<file path="src/rtl/seg7_pkg.sv">
// Shared constants for the seven-segment display controller: segment bit
// positions and the hex-to-segment table (active-high, bit 6 = g ... bit 0 = a).
package seg7_pkg;

  localparam int unsigned SEG_DP = 7;
  localparam int unsigned SEG_G  = 6;
  localparam int unsigned SEG_F  = 5;
  localparam int unsigned SEG_E  = 4;
  localparam int unsigned SEG_D  = 3;
  localparam int unsigned SEG_C  = 2;
  localparam int unsigned SEG_B  = 1;
  localparam int unsigned SEG_A  = 0;

  localparam logic [6:0] SEG_HEX [16] = '{
    7'h3F, 7'h06, 7'h5B, 7'h4F, 7'h66, 7'h6D, 7'h7D, 7'h07,
    7'h7F, 7'h6F, 7'h77, 7'h7C, 7'h39, 7'h5E, 7'h79, 7'h71
  };

  function automatic logic [6:0] seg7_hex(input logic [3:0] nibble);
    return SEG_HEX[nibble];
  endfunction

endpackage

</file>
<file path="src/rtl/seg7_hex_encode.sv">
// Combinational hex nibble to g..a segment pattern (active-high).
module seg7_hex_encode
  import seg7_pkg::*;
(
  input  logic [3:0] nibble,
  output logic [6:0] seg_c
);

  logic [6:0] code;

  // Table column order is g..a; place each bit at its named position
  always_comb begin
    code         = seg7_hex(nibble);
    seg_c        = '0;
    seg_c[SEG_A] = code[0];
    seg_c[SEG_B] = code[1];
    seg_c[SEG_C] = code[2];
    seg_c[SEG_D] = code[3];
    seg_c[SEG_E] = code[4];
    seg_c[SEG_F] = code[5];
    seg_c[SEG_G] = code[6];
  end

endmodule

</file>
<file path="src/rtl/seg7_mux_ctrl.sv">
// Multiplexed seven-segment controller: shadowed data, PWM brightness,
// decimal points, leading-zero blanking and per-digit blinking.
module seg7_mux_ctrl
  import seg7_pkg::*;
#(
  parameter int unsigned NUM_DIGITS  = 8,
  parameter int unsigned SCAN_DIV    = 4096,
  parameter int unsigned BLINK_SCANS = 64,
  parameter int unsigned ACTIVE_LOW  = 1
) (
  input  logic                      clk,
  input  logic                      rst,
  input  logic                      load,
  input  logic [4*NUM_DIGITS-1:0]   data,
  input  logic [NUM_DIGITS-1:0]     dp,
  input  logic [NUM_DIGITS-1:0]     blink_mask,
  input  logic                      blank_lz,
  input  logic [3:0]                brightness,
  output logic [NUM_DIGITS-1:0]     an,
  output logic [7:0]                seg_code
);

  localparam int unsigned SUB_LEN = SCAN_DIV / 16;
  localparam int unsigned DIV_W   = $clog2(SCAN_DIV);
  localparam int unsigned PRE_W   = (SUB_LEN > 1) ? $clog2(SUB_LEN) : 1;
  localparam int unsigned IDX_W   = $clog2(NUM_DIGITS);
  localparam int unsigned BLINK_W = (BLINK_SCANS > 1) ? $clog2(BLINK_SCANS) : 1;
  localparam logic        POL     = (ACTIVE_LOW != 0);

  logic [NUM_DIGITS-1:0][3:0] data_sh;
  logic [NUM_DIGITS-1:0]      dp_sh;
  logic [NUM_DIGITS-1:0]      blink_sh;
  logic [NUM_DIGITS-1:0]      lz_mask;
  logic [NUM_DIGITS-1:0]      lz_next;
  logic                       lz_run;

  logic [DIV_W-1:0]   div;
  logic [PRE_W-1:0]   pre;
  logic [3:0]         sub;
  logic [IDX_W-1:0]   idx;
  logic [BLINK_W-1:0] blink_cnt;
  logic               blink_phase;

  logic                  div_wrap;
  logic                  pre_wrap;
  logic                  last_digit;
  logic                  lit;
  logic                  blanked;
  logic [3:0]            cur_nibble;
  logic [6:0]            hex_seg;
  logic [NUM_DIGITS-1:0] an_nxt;
  logic [7:0]            seg_nxt;

  assign div_wrap   = (div == DIV_W'(SCAN_DIV - 1));
  assign pre_wrap   = (pre == PRE_W'(SUB_LEN - 1));
  assign last_digit = (idx == IDX_W'(NUM_DIGITS - 1));
  assign cur_nibble = data_sh[idx];

  seg7_hex_encode u_hex (
    .nibble (cur_nibble),
    .seg_c  (hex_seg)
  );

  // A digit is a leading zero when it and every more significant nibble are 0
  always_comb begin
    lz_run  = 1'b1;
    lz_next = '0;
    for (int i = NUM_DIGITS - 1; i >= 0; i--) begin
      lz_run = lz_run & (data_sh[i] == 4'h0);
      if (i != 0) lz_next[i] = lz_run;
    end
  end

  // Active-high next output; segments are forced off whenever the anode is off
  always_comb begin
    lit     = (sub < brightness) && !(blink_phase && blink_sh[idx]);
    blanked = blank_lz && lz_mask[idx];
    an_nxt  = '0;
    seg_nxt = '0;
    if (lit) begin
      an_nxt[idx]            = 1'b1;
      seg_nxt[SEG_G:SEG_A]   = blanked ? 7'h00 : hex_seg;
      seg_nxt[SEG_DP]        = dp_sh[idx];
    end
  end

  always_ff @(posedge clk) begin
    if (rst) begin
      data_sh     <= '0;
      dp_sh       <= '0;
      blink_sh    <= '0;
      lz_mask     <= '0;
      div         <= '0;
      pre         <= '0;
      sub         <= '0;
      idx         <= '0;
      blink_cnt   <= '0;
      blink_phase <= 1'b0;
      an          <= {NUM_DIGITS{POL}};
      seg_code    <= {8{POL}};
    end else begin
      if (load) begin
        data_sh  <= data;
        dp_sh    <= dp;
        blink_sh <= blink_mask;
      end
      lz_mask <= lz_next;

      div <= div_wrap ? '0 : div + DIV_W'(1);
      pre <= (pre_wrap || div_wrap) ? '0 : pre + PRE_W'(1);
      if (div_wrap)      sub <= '0;
      else if (pre_wrap) sub <= sub + 4'd1;

      if (div_wrap) idx <= last_digit ? '0 : idx + IDX_W'(1);

      // Blink phase flips after BLINK_SCANS complete frames
      if (div_wrap && last_digit) begin
        if (blink_cnt == BLINK_W'(BLINK_SCANS - 1)) begin
          blink_cnt   <= '0;
          blink_phase <= ~blink_phase;
        end else begin
          blink_cnt <= blink_cnt + BLINK_W'(1);
        end
      end

      an       <= an_nxt ^ {NUM_DIGITS{POL}};
      seg_code <= seg_nxt ^ {8{POL}};
    end
  end

endmodule

</file>
<file path="config.mk">
export PLATFORM = sky130hd
export DESIGN_NAME = seg7_mux_ctrl
export DESIGN_NICKNAME = d
export VERILOG_FILES = /design/src/rtl/seg7_pkg.sv /design/src/rtl/seg7_hex_encode.sv /design/src/rtl/seg7_mux_ctrl.sv
export SDC_FILE = /design/constraint.sdc
export NUM_CORES = 1
export LEC_CHECK = 0
export ABC_AREA = 1
export ABC_CLOCK_PERIOD_IN_PS = 5000
export CAP_MARGIN = 10
export CORE_MARGIN = 2
export CORE_UTILIZATION = 45
export CTS_CLUSTER_SIZE = 40
export DETAILED_ROUTE_END_ITERATION = 6
export PLACE_DENSITY = 0.68
export SYNTH_ARGS = -nofsm -noshare
export SYNTH_HDL_FRONTEND = slang
export SYNTH_SLANG_ARGS = --single-unit
</file>
<file path="constraint.sdc">
create_clock -name clk -period 5 [get_ports clk]
set_input_delay 1.5 -clock clk [delete_from_list [all_inputs] [get_ports clk]]
set_output_delay 1.5 -clock clk [all_outputs]
set_load 0.005 [all_outputs]
</file>
; Word level (Yosys, flattened, before mapping)
; Memory sizes are Yosys's and may differ from the RTL's.
; Cells that the tools add are included.
[word_totals]
ff_bits = 106
word_cells = 78
inputBits = 56
out_inout_bits = 16
memories = 1
mem_bits_ro = 112
[mem_list]
columns = name, depth, width, rd, rd_clocked_by_memory_dff, wr, line
row1 = (no name shown), 16, 7, 1, 0, 0, seg7_pkg.sv:20  ; return SEG_HEX[nibble];
[op_classes]
n_eq_ne = 4
n_bitwise = 10
add_sub_neg = 5
n_reduce_logical = 17
mux = 17
order_cmp = 4
[ops]
columns = op, n
row1 = zero test 4 bit, 7
row2 = two-way mux 7 bit, 3
row3 = two-way mux 8 bit, 2
row4 = inverter 8 bit, 2
row5 = adder 12 x 1 -> 12 bit (second input constant), 1
row6 = binary-select mux 4 bit (select 3 bit), 1
row7 = equality test 12 bit (second input constant), 1
row8 = binary-select mux 1 bit (select 3 bit), 3
row9 = adder 8 x 1 -> 8 bit (second input constant), 1
row10 = equality test 8 bit (second input constant), 1
row11 = adder 6 x 1 -> 6 bit (second input constant), 1
row12 = bitwise AND 1 bit, 6
row13 = equality test 6 bit (second input constant), 1
row14 = two-way mux 6 bit, 1
row15 = >= comparator 5 bit (second input constant), 1
row16 = logical AND 1 bit, 5
row17 = inverter 4 -> 5 bit, 1
row18 = adder 4 x 1 -> 4 bit (second input constant), 1
row19 = less-than comparator 3 x 4 -> 1 bit (second input constant), 1
row20 = less-than comparator 4 bit, 1
row21 = two-way mux 1 bit, 4
row22 = two-way mux 4 bit, 1
row23 = OR reduction 2 bit, 2
row24 = adder 3 x 1 -> 3 bit (second input constant), 1
row25 = other kinds (8), 8

; Logic depth before layout (Yosys ltp)
[depth]
ltp_word = 9
depth_mapped = 15
mapped_depth_nobuf = 14

; By module
; A second synthesis with hierarchy kept.
[hier_totals]
cells_unflattened = 658
hier_area_um2 = 4802.1
[by_module_without_submodules]
columns = module, area_each_um2, instances, seq_area_each_um2, cells_each
row1 = seg7_mux_ctrl, 4531.8, 1, 2102.0, 606
row2 = seg7_hex_encode, 270.3, 1, 0.0, 52

; Least setup slack after synthesis
; Ideal clock, no wire load.
[synth_timing]
path_type = input -> register
start = in brightness[3]
end = reg seg_code[0]
path_buffers = 0
slack_ns = 2.485
setup_ns = 0.115
path_stages = 9
required_ns = 4.885
arrival_time_ns = 2.400
path_cell_list = inv_1 ha_1 a21o_1 inv_1 nand2_1 nor2_1 nand2_1 nor2_2 nand2_1
[synth_between]
elab_chain_len = 4
[synth_lines]
columns = item, line
row1 = "start, declared", seg7_mux_ctrl.sv:18  ; input logic [3:0] brightness,
row2 = less-than comparator 4 bit, seg7_mux_ctrl.sv:76  ; lit = (sub < brightness) && !(blink_phase && blink_sh[idx]);
row3 = logical AND 1 bit, seg7_mux_ctrl.sv:76
row4 = two-way mux 8 bit, seg7_mux_ctrl.sv:80  ; if (lit) begin
row5 = inverter 8 bit (no line), -
row6 = "end signal, assigned", seg7_mux_ctrl.sv:100  ; seg_code <= {8{POL}};
row7 = "end signal, assigned", seg7_mux_ctrl.sv:127  ; seg_code <= seg_nxt ^ {8{POL}};
row8 = "end, declared", seg7_mux_ctrl.sv:20  ; output logic [7:0] seg_code
; Every way passes these cells.
; A chain may end at the register's enable or synchronous reset.

==> flow_metrics.tcl <==
set metrics [dict create \
    status "complete, no violations" \
    cts_buffers 9 \
    wl_per_cell_um 12.7 \
    crit_type "primary input to flip-flop" \
    max-vdd-ir-drop_mv 0.125 \
    dieArea_um2 11800 \
    maxCapViolCount 0 \
    final_area_um2 5910 \
    yosys_warnings 0 \
    slowest_delay_ps 920 \
    worstPathBufferInverterCount 2 \
    worstPathArrival_ps 3390 \
    fmax_mhz 323 \
    slew_violations 0 \
    cp-end-kind "flip-flop" \
    drt_first_pass_iters 5 \
    ys_types 40 \
    finalSetupViolCount 0 \
    grt_pass1_wl_mm 18.5 \
    route.detailed.drc 0 \
    hold_buffers 0 \
    grt_usage 0.201 \
    cts.sinks 105 \
    cts_max_path_buffers 2 \
    ctsRootBufferMaster "clkbuf_8" \
    worst_slew_pin_slew_ps 1130 \
    grt_max_degree 84 \
    grt_pass1_vias 3990 \
    routed_via_density 4.97 \
    htreeDepth 3 \
    min_path_type "flip-flop to flip-flop" \
    synth_edf_count 0 \
    diodes 0 \
    yosysTopAreaCell "dfxtp_1" \
    clock_skew_ps 7.39 \
    power_density_nw_per_um2 274 \
    vias 4419 \
    die_h_um 108 \
    post_cts_resized 0 \
    fin_util 0.550 \
    portBuffers 71 \
    cts_setup_buffers 0 \
    async_reset_ff_frac 0 \
    period_needed_ps 3090 \
    ys_top_cells_by_area "dfxtp_1 43%, nand2_1 11%, o21ai_0 6.2%, nor2_1 6.2%, inv_1 6.0%" \
    hp-start "div[0]" \
    critPathSlowestCell "inv_2" \
    r2r_slack_ps 2600 \
    clk_pin_slew_worst_paths_ps 90 \
    ys_seq_area_frac 0.428 \
    rr_worst_depth 10 \
    synthesis.nets 757 \
    holdPathEnd "div[0]" \
    setup_tns_ps 0 \
    worst-path-max-fanout 83 \
    synth_top_area_share 0.428 \
    rsz0062_at_grt "no" \
    layout_common_cells "141 x nand2_1, 105 x dfxtp_1, 81 x nor2_1" \
    synth_flop_cell "dfxtp_1" \
    grt_antenna_before_repair 0 \
    grt_overflow_total 0 \
    gp_congestion 0.855 \
    holdWs_ps 457 \
    cp-start-kind "primary input" \
    r2r-end "seg_code[1]" \
    drtIter0Drc 257 \
    cp_data_required_time_ps 5300 \
    fillers 1060 \
    r2r_start "idx[0]" \
    slew_headroom 0.249 \
    tritoncts "built" \
    postSynthAreaPerCell_um2 7.16 \
    hpwlAfterDp_mm 8.23 \
    hold_violations 0 \
    design.core.area_um2 10700 \
    synth_cells 686 \
    start_util 0.457 \
    hold_depth 1 \
    path_delay_family "buffers and inverters" \
    drtAntennaViolNets 0 \
    place_area_um2 5700 \
    path_cells "clkdlybuf4s50_1 > inv_2 > o21ai_0 > a21oi_1" \
    drive_above_1_share 0.0627 \
    yosys_register_bits 105 \
    final_common_cell "nand2_1" \
    final_nets 817 \
    die_w_um 108 \
    ios 72 \
    leakage_nw 2.56 \
    syn-cell-area_um2 4910 \
    worstSkewPairLatency_ps 370 \
    synthToLayoutAreaGrowth_pct 20.2 \
    drt-total-wl_mm 11.3 \
    fin_crit_sh 0.619 \
    num_rows 38 \
]
Yosys cell counts, types with 2 or more instances:
library cell and count:
ha_1 15, o21ai_0 61, inv_1 79, xor2_1 13
a21oi_1 53, nand3_2 5, nor2_4 4, buf_1 2
nand3_1 52, nand2_1 141, clkbuf_1 14, nor3b_1 2
nand3b_1 2, dfxtp_1 105, or2_2 2, o21ai_2 2
nand4_1 7, inv_2 5, buf_4 2, nor3_1 9
nor2_1 81, xnor2_1 3, buf_2 6, nor2_2 5
metal layers:
metal	wire [um]	global-route usage
met5	0	0
met4	166	0.0723
met3	772	0.0470
met2	4900	0.303
met1	5490	0.280
how the worst max path moves through the flow:
stage / from / endpoint / slack [ps] / cells after the start
2_1_floorplan: brightness[3] / seg_code[0] / 2480 / 9
3_3_place_gp: load / blink_sh[7] / 1640 / 4
3_5_place_dp: load / data_sh[6] / 1530 / 4
4_1_cts: load / data_sh[6] / 1920 / 4
5_1_grt: load / dp_sh[4] / 1620 / 4
6_report: load / data_sh[6] / 1910 / 4
kinds of logic (layout without fill, tap and decap cells):
family,after synthesis,in the layout,synth area share
DFF,105,105,0.428
AOI/OAI and AO/OA,122,122,0.128
buffers and inverters,111,175,0.0899
and+or+nand+nor,317,317,0.287
adders and majority gates,15,15,0.0382
xor gates and xnor gates,16,16,0.0285
through the flow:
| step | setup slack [ps] | instances | power (mW) |
|---|---|---|---|
| global route | 1620 | 890 | 1.70 |
| global placement | 1640 | 875 | 1.09 |
| detailed placement | 1530 | 875 | 1.10 |
| floorplan | 2480 | 686 | 1.01 |
| finish | 1910 | 890 | 1.62 |
| CTS | 1920 | 890 | 1.63 |
area by class of cell:
type | count | area, um^2 | area share
multi-input cells | 470 | 2370 | 0.401
flip-flops and latches | 105 | 2100 | 0.356
repair buffers | 74 | 733 | 0.124
inverters | 86 | 325 | 0.0551
well taps | 140 | 175 | 0.0297
clock buffers | 11 | 151 | 0.0256
clock inverters | 4 | 51.3 | 0.00868
registers in the layout (all words and copies together), names as in the netlist:
name,count
an,8
blink_cnt,6
blink_phase,1
blink_sh,8
data_sh,32
div,12
dp_sh,8
idx,3
lz_mask,7
pre,8
seg_code,8
sub,4
report_power, final:
part           switching (mW)  internal (mW)  leakage [nW]
clock                   0.284          0.257         0.102
combinational          0.0953         0.0896          1.59
sequential             0.0182          0.875         0.863
Power figures use the tool's default switching activity.
